$ cat src/rtl/cam_pkg.sv
// Shared definitions for the cam_lru lookup store: default geometry,
// the age type for that geometry, and the statistics counter width.
// The optional statistics counters are enabled by the CAM_STATS_EN macro.
package cam_pkg;

  localparam int CAM_BITS      = 8;
  localparam int CAM_TAG_SZ    = 8;
  localparam int CAM_WORDS     = 8;
  localparam int CAM_ADDR_LEFT = $clog2(CAM_WORDS) - 1;

  // Width of the saturating hit/miss/evict counters.
  localparam int STAT_W = 16;

  // Age (recency rank) of one entry in the default geometry; 0 = MRU.
  typedef logic [CAM_ADDR_LEFT:0] age_t;

  // Increment that sticks at all-ones instead of wrapping.
  function automatic logic [STAT_W-1:0] sat_inc(input logic [STAT_W-1:0] v);
    return (&v) ? v : v + STAT_W'(1);
  endfunction

endpackage

$ cat src/rtl/cam_lru_if.sv
// Lookup/write bus of the cam_lru store.
// With CAM_STATS_EN defined the bus also carries hit_cnt, miss_cnt and
// evict_cnt from the store.
//
// Handshake: there is no ready. read and write_ (active low) are
// single-cycle strobes sampled on every rising clock edge and always
// accepted; a lookup result appears on data/found_it/hit_idx after the
// edge that sampled read and holds until the next read. full and w_idx
// are combinational views of the current state and write request.
interface cam_lru_if import cam_pkg::*; #(
  parameter int BITS   = CAM_BITS,
  parameter int TAG_SZ = CAM_TAG_SZ,
  parameter int WORDS  = CAM_WORDS
);
  localparam int ADDR_LEFT = $clog2(WORDS) - 1;

  logic                read;
  logic [TAG_SZ-1:0]   check_tag;
  logic [BITS-1:0]     data;
  logic                found_it;
  logic [ADDR_LEFT:0]  hit_idx;
  logic                write_;
  logic [TAG_SZ-1:0]   new_tag;
  logic [BITS-1:0]     wdata;
  logic                new_valid;
  logic                flush;
  logic                full;
  logic [ADDR_LEFT:0]  w_idx;
`ifdef CAM_STATS_EN
  logic [STAT_W-1:0]   hit_cnt;
  logic [STAT_W-1:0]   miss_cnt;
  logic [STAT_W-1:0]   evict_cnt;
`endif

  // Requester side (front end / bench).
  modport master (
    output read, check_tag, write_, new_tag, wdata, new_valid, flush,
    input  data, found_it, hit_idx, full, w_idx
`ifdef CAM_STATS_EN
    , input hit_cnt, miss_cnt, evict_cnt
`endif
  );

  // Store side.
  modport slave (
    input  read, check_tag, write_, new_tag, wdata, new_valid, flush,
    output data, found_it, hit_idx, full, w_idx
`ifdef CAM_STATS_EN
    , output hit_cnt, miss_cnt, evict_cnt
`endif
  );

endinterface

$ cat src/rtl/cam_lru_age.sv
// True-LRU age registers for cam_lru. Each entry holds its recency rank
// (0 = most recent, WORDS-1 = least recent); the ranks always form a
// permutation of 0..WORDS-1. Two accesses may land on the same edge: the
// read-hit access is applied first and the write access last, so a
// written entry always ends as MRU.
module cam_lru_age import cam_pkg::*; #(
  parameter int WORDS = CAM_WORDS
) (
  input  logic                       clk,
  input  logic                       rst_,
  input  logic                       rd_en,
  input  logic [$clog2(WORDS)-1:0]   rd_idx,
  input  logic                       wr_en,
  input  logic [$clog2(WORDS)-1:0]   wr_idx,
  output logic [$clog2(WORDS)-1:0]   lru_idx
);

  localparam int ADDR_LEFT = $clog2(WORDS) - 1;

  typedef logic [ADDR_LEFT:0]             idx_t;
  typedef logic [WORDS-1:0][ADDR_LEFT:0]  age_vec_t;

  age_vec_t age_q;
  age_vec_t age_mid;
  age_vec_t age_nxt;

  // Make entry k the MRU: everything more recent than k ages by one.
  function automatic age_vec_t touch(input age_vec_t a, input idx_t k);
    age_vec_t r;
    for (int j = 0; j < WORDS; j++) begin
      if (idx_t'(j) == k) begin
        r[j] = '0;
      end else if (a[j] < a[k]) begin
        r[j] = a[j] + 1'b1;
      end else begin
        r[j] = a[j];
      end
    end
    return r;
  endfunction

  // Next ages: read-hit access first, write access second.
  always_comb begin
    age_mid = age_q;
    age_nxt = age_q;
    if (rd_en) begin
      age_mid = touch(age_q, rd_idx);
    end
    age_nxt = age_mid;
    if (wr_en) begin
      age_nxt = touch(age_mid, wr_idx);
    end
  end

  // Age registers; reset ranks entry i as age i so the last entry is LRU.
  always_ff @(posedge clk or posedge rst_) begin
    if (rst_) begin
      for (int i = 0; i < WORDS; i++) begin
        age_q[i] <= idx_t'(i);
      end
    end else begin
      age_q <= age_nxt;
    end
  end

  // The victim is the one entry whose rank is WORDS-1.
  always_comb begin
    lru_idx = '0;
    for (int i = 0; i < WORDS; i++) begin
      if (age_q[i] == idx_t'(WORDS - 1)) begin
        lru_idx = idx_t'(i);
      end
    end
  end

endmodule

$ cat src/rtl/cam_lru.sv
// cam_lru: fully associative tag/data lookup store with registered lookup
// and automatic slot allocation on write (hit-overwrite, else lowest free
// entry, else the true-LRU victim). Optional statistics counters
// (hit_cnt, miss_cnt, evict_cnt) are built when CAM_STATS_EN is defined.
// rst_ is asynchronous and active-high.
module cam_lru import cam_pkg::*; #(
  parameter int BITS   = CAM_BITS,
  parameter int TAG_SZ = CAM_TAG_SZ,
  parameter int WORDS  = CAM_WORDS
) (
  input  logic      clk,
  input  logic      rst_,
  cam_lru_if.slave  bus
);

  localparam int ADDR_LEFT = $clog2(WORDS) - 1;

  typedef logic [ADDR_LEFT:0] idx_t;

  // Entry storage.
  logic [WORDS-1:0]   val_mem;
  logic [TAG_SZ-1:0]  tag_mem  [WORDS];
  logic [BITS-1:0]    data_mem [WORDS];

  // Lookup result registers.
  logic [BITS-1:0]    data_q;
  logic               found_q;
  idx_t               hit_idx_q;

  // Match / allocation signals.
  logic               rd_hit;
  idx_t               rd_idx;
  logic               wr_hit;
  idx_t               wr_hit_idx;
  logic               free_any;
  idx_t               free_idx;
  idx_t               lru_idx;
  idx_t               w_sel;
  logic               wr_go;
  logic               install;
  logic               inval;

  // Lookup match; descending scan so the lowest matching index wins.
  always_comb begin
    rd_hit = 1'b0;
    rd_idx = '0;
    for (int i = WORDS - 1; i >= 0; i--) begin
      if (val_mem[i] && tag_mem[i] == bus.check_tag) begin
        rd_hit = 1'b1;
        rd_idx = idx_t'(i);
      end
    end
  end

  // Write-side match on new_tag and lowest free entry, same priority.
  always_comb begin
    wr_hit     = 1'b0;
    wr_hit_idx = '0;
    free_any   = 1'b0;
    free_idx   = '0;
    for (int i = WORDS - 1; i >= 0; i--) begin
      if (val_mem[i] && tag_mem[i] == bus.new_tag) begin
        wr_hit     = 1'b1;
        wr_hit_idx = idx_t'(i);
      end
      if (!val_mem[i]) begin
        free_any = 1'b1;
        free_idx = idx_t'(i);
      end
    end
  end

  // Slot choice: existing tag, else lowest free, else LRU victim.
  assign w_sel = wr_hit ? wr_hit_idx : (free_any ? free_idx : lru_idx);

  // flush wins over a coincident write.
  assign wr_go   = !bus.write_ && !bus.flush;
  assign install = wr_go && bus.new_valid;
  assign inval   = wr_go && !bus.new_valid && wr_hit;

  cam_lru_age #(
    .WORDS (WORDS)
  ) u_age (
    .clk     (clk),
    .rst_    (rst_),
    .rd_en   (bus.read && rd_hit),
    .rd_idx  (rd_idx),
    .wr_en   (install),
    .wr_idx  (w_sel),
    .lru_idx (lru_idx)
  );

  // Entry storage: flush, install/overwrite, or invalidate.
  always_ff @(posedge clk or posedge rst_) begin
    if (rst_) begin
      val_mem <= '0;
      for (int i = 0; i < WORDS; i++) begin
        tag_mem[i]  <= '0;
        data_mem[i] <= '0;
      end
    end else if (bus.flush) begin
      val_mem <= '0;
    end else if (install) begin
      val_mem[w_sel]  <= 1'b1;
      tag_mem[w_sel]  <= bus.new_tag;
      data_mem[w_sel] <= bus.wdata;
    end else if (inval) begin
      val_mem[wr_hit_idx] <= 1'b0;
    end
  end

  // Registered lookup from pre-edge contents; holds between reads.
  always_ff @(posedge clk or posedge rst_) begin
    if (rst_) begin
      data_q    <= '0;
      found_q   <= 1'b0;
      hit_idx_q <= '0;
    end else if (bus.read) begin
      data_q    <= rd_hit ? data_mem[rd_idx] : '0;
      found_q   <= rd_hit;
      hit_idx_q <= rd_hit ? rd_idx : '0;
    end
  end

  assign bus.data     = data_q;
  assign bus.found_it = found_q;
  assign bus.hit_idx  = hit_idx_q;
  assign bus.full     = &val_mem;
  assign bus.w_idx    = w_sel;

`ifdef CAM_STATS_EN
  logic [STAT_W-1:0] hit_cnt_q;
  logic [STAT_W-1:0] miss_cnt_q;
  logic [STAT_W-1:0] evict_cnt_q;

  // Hit/miss counters per read edge, cleared by flush; eviction counter
  // counts installs into a valid entry holding a different tag.
  always_ff @(posedge clk or posedge rst_) begin
    if (rst_) begin
      hit_cnt_q   <= '0;
      miss_cnt_q  <= '0;
      evict_cnt_q <= '0;
    end else begin
      if (bus.flush) begin
        hit_cnt_q  <= '0;
        miss_cnt_q <= '0;
      end else if (bus.read) begin
        if (rd_hit) begin
          hit_cnt_q <= sat_inc(hit_cnt_q);
        end else begin
          miss_cnt_q <= sat_inc(miss_cnt_q);
        end
      end
      if (install && !wr_hit && !free_any) begin
        evict_cnt_q <= sat_inc(evict_cnt_q);
      end
    end
  end

  assign bus.hit_cnt   = hit_cnt_q;
  assign bus.miss_cnt  = miss_cnt_q;
  assign bus.evict_cnt = evict_cnt_q;
`endif

endmodule
$ cat src/flat_wrapper.sv
// flat-port wrapper written by rule: the top's interface ports become plain ports
module cam_lru_flat import cam_pkg::*;
#(
  parameter int BITS   = CAM_BITS,
  parameter int TAG_SZ = CAM_TAG_SZ,
  parameter int WORDS  = CAM_WORDS
)
  (clk, rst_, bus_read, bus_check_tag, bus_write_, bus_new_tag, bus_wdata, bus_new_valid, bus_flush, bus_data, bus_found_it, bus_hit_idx, bus_full, bus_w_idx);
  cam_lru_if #(.BITS(BITS), .TAG_SZ(TAG_SZ), .WORDS(WORDS)) bus_i ();
  input  logic clk;
  input  logic rst_;
  input wire logic [$bits(bus_i.read)-1:0] bus_read;
  input wire logic [$bits(bus_i.check_tag)-1:0] bus_check_tag;
  input wire logic [$bits(bus_i.write_)-1:0] bus_write_;
  input wire logic [$bits(bus_i.new_tag)-1:0] bus_new_tag;
  input wire logic [$bits(bus_i.wdata)-1:0] bus_wdata;
  input wire logic [$bits(bus_i.new_valid)-1:0] bus_new_valid;
  input wire logic [$bits(bus_i.flush)-1:0] bus_flush;
  output wire logic [$bits(bus_i.data)-1:0] bus_data;
  output wire logic [$bits(bus_i.found_it)-1:0] bus_found_it;
  output wire logic [$bits(bus_i.hit_idx)-1:0] bus_hit_idx;
  output wire logic [$bits(bus_i.full)-1:0] bus_full;
  output wire logic [$bits(bus_i.w_idx)-1:0] bus_w_idx;
  assign bus_i.read = bus_read;
  assign bus_i.check_tag = bus_check_tag;
  assign bus_i.write_ = bus_write_;
  assign bus_i.new_tag = bus_new_tag;
  assign bus_i.wdata = bus_wdata;
  assign bus_i.new_valid = bus_new_valid;
  assign bus_i.flush = bus_flush;
  assign bus_data = bus_i.data;
  assign bus_found_it = bus_i.found_it;
  assign bus_hit_idx = bus_i.hit_idx;
  assign bus_full = bus_i.full;
  assign bus_w_idx = bus_i.w_idx;
  cam_lru #(.BITS(BITS), .TAG_SZ(TAG_SZ), .WORDS(WORDS)) u_core (.clk(clk), .rst_(rst_), .bus(bus_i));
endmodule
$ cat config.mk
export PLATFORM = sky130hd
export DESIGN_NAME = cam_lru_flat
export DESIGN_NICKNAME = d
export VERILOG_FILES = /design/src/rtl/cam_pkg.sv /design/src/rtl/cam_lru_if.sv /design/src/rtl/cam_lru_age.sv /design/src/rtl/cam_lru.sv /design/src/flat_wrapper.sv
export SDC_FILE = /design/constraint.sdc
export NUM_CORES = 1
export LEC_CHECK = 0
export CAP_MARGIN = 20
export CORE_ASPECT_RATIO = 0.7
export CORE_UTILIZATION = 45
export CTS_CLUSTER_DIAMETER = 60
export DETAILED_ROUTE_END_ITERATION = 8
export PLACE_DENSITY = 0.66
export SLEW_MARGIN = 20
export SYNTH_ARGS = -nofsm -noshare
export SYNTH_HDL_FRONTEND = slang
export SYNTH_SLANG_ARGS = --single-unit
$ cat constraint.sdc
create_clock -name clk -period 9.65 [get_ports clk]
set_input_delay 1.93 -clock clk [delete_from_list [all_inputs] [get_ports clk]]
set_output_delay 1.93 -clock clk [all_outputs]
set_load 0.02 [all_outputs]
==> metrics.cfg <==
[yosys]
synth_area_leader_cell=dfrtp_1
yosysMostFrequentCell=nand2_1
synth-edff-count=0
synth_top_area_share_pct=32.0
yosys.area_share.xor_xnor_pct=9.09
ys_top_cells_by_count=nand2_1 (237), dfrtp_1 (160), xnor2_1 (107), mux2_2 (83), nor2_1 (67)
syn_avg_cell_area_um2=8.73
yosysWarningCount=0
synthesis.nets=1495
synth_top_family_by_area=compound AO/OA/AOI/OAI gates
synth_flop_cell=dfrtp_1
ys_seq_area_share_pct=34.5
synth.cell_area_mm2=0.0125
synth-compound-area-share_pct=20.1
synthMuxAreaShare_pct=8.22
synth_fa_ha_area_share_pct=3.66
synth_seq_cells=172
synth_cell_types=95
yosys.area_share.simple_pct=19.6
async_reset_ff_share_pct=100
syn_inst=1435
synth.area.top_cells=dfrtp_1 (32%), xnor2_1 (7.5%), mux2_2 (7.5%)

[grt]
antenna_found_initial=0
grt_pass1_vias=10791
track_usage_pct=31.5
grt_pass1_wl_um=67900
grt_max_degree=119
gr-total-overflow=0

[clock_tree]
cts_tree=yes
worstSkewPairLatency_ns=0.45
ctsHoldBuffers=0
clkSinkCount=172
htreeDepth=4
cts.path.max_buffers=2
postCtsSetupRepairBufs=0
clk_pin_slew_worst_paths_ns=0.07
ctsResizeCount=0
clockRootBuffer=clkbuf_16
cts_inserted_buffers=17

[finish]
instances_no_fill=1824
seqCellArea_mm2=0.00432
drive_above_1_share_pct=14.7
multi_input_area_mm2=0.00763
fillCellCount=2536
final_area_mm2=0.0139
syn_to_final_growth_pct=11.0
fin_nets=1506

[power_and_ir_drop]
clkPwrFrac_pct=30.1
netSwitchingFraction_pct=38.7
p_leak_uw=0.00584
p_sw_uw=914
power_frac_seq_pct=39.3
p_int_uw=1450
power.total_uw=2360
ir_worst_vdd_uv=140
power.density_mw_per_mm2=170
pwr-share-comb_pct=30.6

[critical_path]
path_class=in -> reg
worstPathRequired_ns=10.03
arrival_ns=8.89
cp-end-kind=flip-flop
cp_max_fo=18
start_kind=input port

[outcome]
status=finished clean

[timing]
relSlewSlack_pct=26.4
setup-tns-final_ns=0
finalCritPeriodShare_pct=88.1
finalHoldViolCount=0
tightest_slew_ns=1.10
slew_violations=0
fin_ws_ns=1.14
finalSetupViolations=0
rsz0062_at_grt=false
fmax_mhz=118
fin_crit_ns=8.51
clock_skew_ns=0.0122

[drt]
drt_iter0_drc=1713
ant_nets=0
vias=11908
route.detailed.drc=0
drt_first_pass_iters=5
wl_per_cell_um=24.4
routed_wl_um=44500
viasPerCell=6.53

[placement]
place_congestion=1.07
dpl_cell_area_mm2=0.0133
dp_hpwl_um=32000
io_buffers=45
dp.cells=1789
dpl_worst_slack_ns=0.872

[die]
die_x_um=201
dieArea_mm2=0.0285
initial_utilization_pct=46.4
die_y_um=142
coreArea_mm2=0.0270
ios=46
num_rows=50

[min_path]
hp-class=reg -> reg

[run]
maxCapViolCount=0

==> power groups by stage <==
stage	Sequential (uW)	Combinational, uW	Clock (uW)
after floorplan	872	533	0
after global placement	933	685	0
after detailed placement	932	693	0
after CTS	919	698	715
after global routing	932	790	745
final	930	723	711
==> registers in the layout, summed over array words and instances, names as in the netlist <==
name	flops
u_core.tag_mem	64
u_core.bus.found_it	1
u_core.data_mem	64
u_core.bus.data	8
u_core.val_mem	8
u_core.bus.hit_idx	3
u_core.u_age.age_q	24
==> layout by cell type (no fill, tap or decap), types with 10 or more instances in the layout <==
cell	n
nand2_1	237
dfrtp_1	160
xnor2_1	107
mux2_2	83
nor2_1	63
nor3_1	60
o21ai_0	57
a21oi_1	57
clkdlybuf4s50_1	45
nand3_1	42
inv_1	40
nand4_1	35
buf_4	32
o22ai_1	30
ha_1	30
xor2_1	23
a31oi_1	22
or3_1	19
o211ai_1	18
clkbuf_16	17
nor4_1	15
a211oi_1	14
o221ai_1	13
dfstp_2	12
o31ai_1	11
nand2b_1	10
==> final timing paths <==
kind	from	to	slack [ns]	cells after the start
worst max-delay path	bus_check_tag[3]	u_core.u_age.age_q[18]	1.14	24
worst min-delay path	u_core.data_mem[58]	u_core.data_mem[58]	0.48	2
worst max register to register	u_core.tag_mem[14]	u_core.u_age.age_q[18]	3.13	23
worst min register to register	u_core.data_mem[58]	u_core.data_mem[58]	0.48	2
max in group asynchronous	rst_	u_core.tag_mem[51]	6.30	3
min in group asynchronous	rst_	u_core.tag_mem[46]	2.05	2
==> worst max-delay path: stages <==
cell and delay (ns):
clkdlybuf4s50_1 0.80, xnor2_1 0.59, nand4_1 0.18, or3_1 0.41, nand2_1 0.27, o21a_1 0.40, nand2_1 0.20, o221ai_1 0.21
a31oi_1 0.08, o21a_1 0.20, a221oi_1 0.20, buf_4 0.24, ha_1 0.33, nor2_1 0.07, o2bb2ai_1 0.13, a211oi_1 0.65
mux2_2 0.42, a211oi_2 0.28, o32ai_4 0.26, buf_8 0.24, nor2_1 0.19, a21oi_1 0.10, or3_1 0.33, a21boi_1 0.14
==> layer usage <==
| metal | share of wire (%) | GRT usage (%) | vias up | routed length, um |
|---|---|---|---|---|
| met5 | 0 | 0 | - | 0 |
| met4 | 2.2 | 8.37 | 0 | 995 |
| met3 | 14 | 10.5 | 78 | 6290 |
| met2 | 38 | 40.1 | 754 | 16700 |
| met1 | 46 | 49.2 | 5817 | 20500 |
| li1 | - | - | 5259 | - |
==> through the flow <==
step | util [%] | hold WS, ns
floorplan | - | 0.446
global placement | 49.1 | 0.462
detailed placement | 49.1 | 0.464
CTS | 51.3 | 0.483
global route | 51.4 | 0.505
finish | 51.4 | 0.481
==> layout make-up <==
type / instances / area share (%)
multi-input cells: 1132 / 54.9
diodes: 1 / 0.0180
repair buffers: 79 / 5.18
clock buffers: 17 / 3.06
clock inverters: 15 / 1.29
inverters: 44 / 1.24
flip-flops and latches: 172 / 31.1
well taps: 364 / 3.28
==> cells by family after synthesis <==
family	count (synthesis)
muxes	92
and+or+nand+nor	529
buffers and inverters	131
adders and majority gates	38
xor gates and xnor gates	130
DFF	172
AOI/OAI and AO/OA	343
No activity file was read; power rests on OpenSTA's default activity.
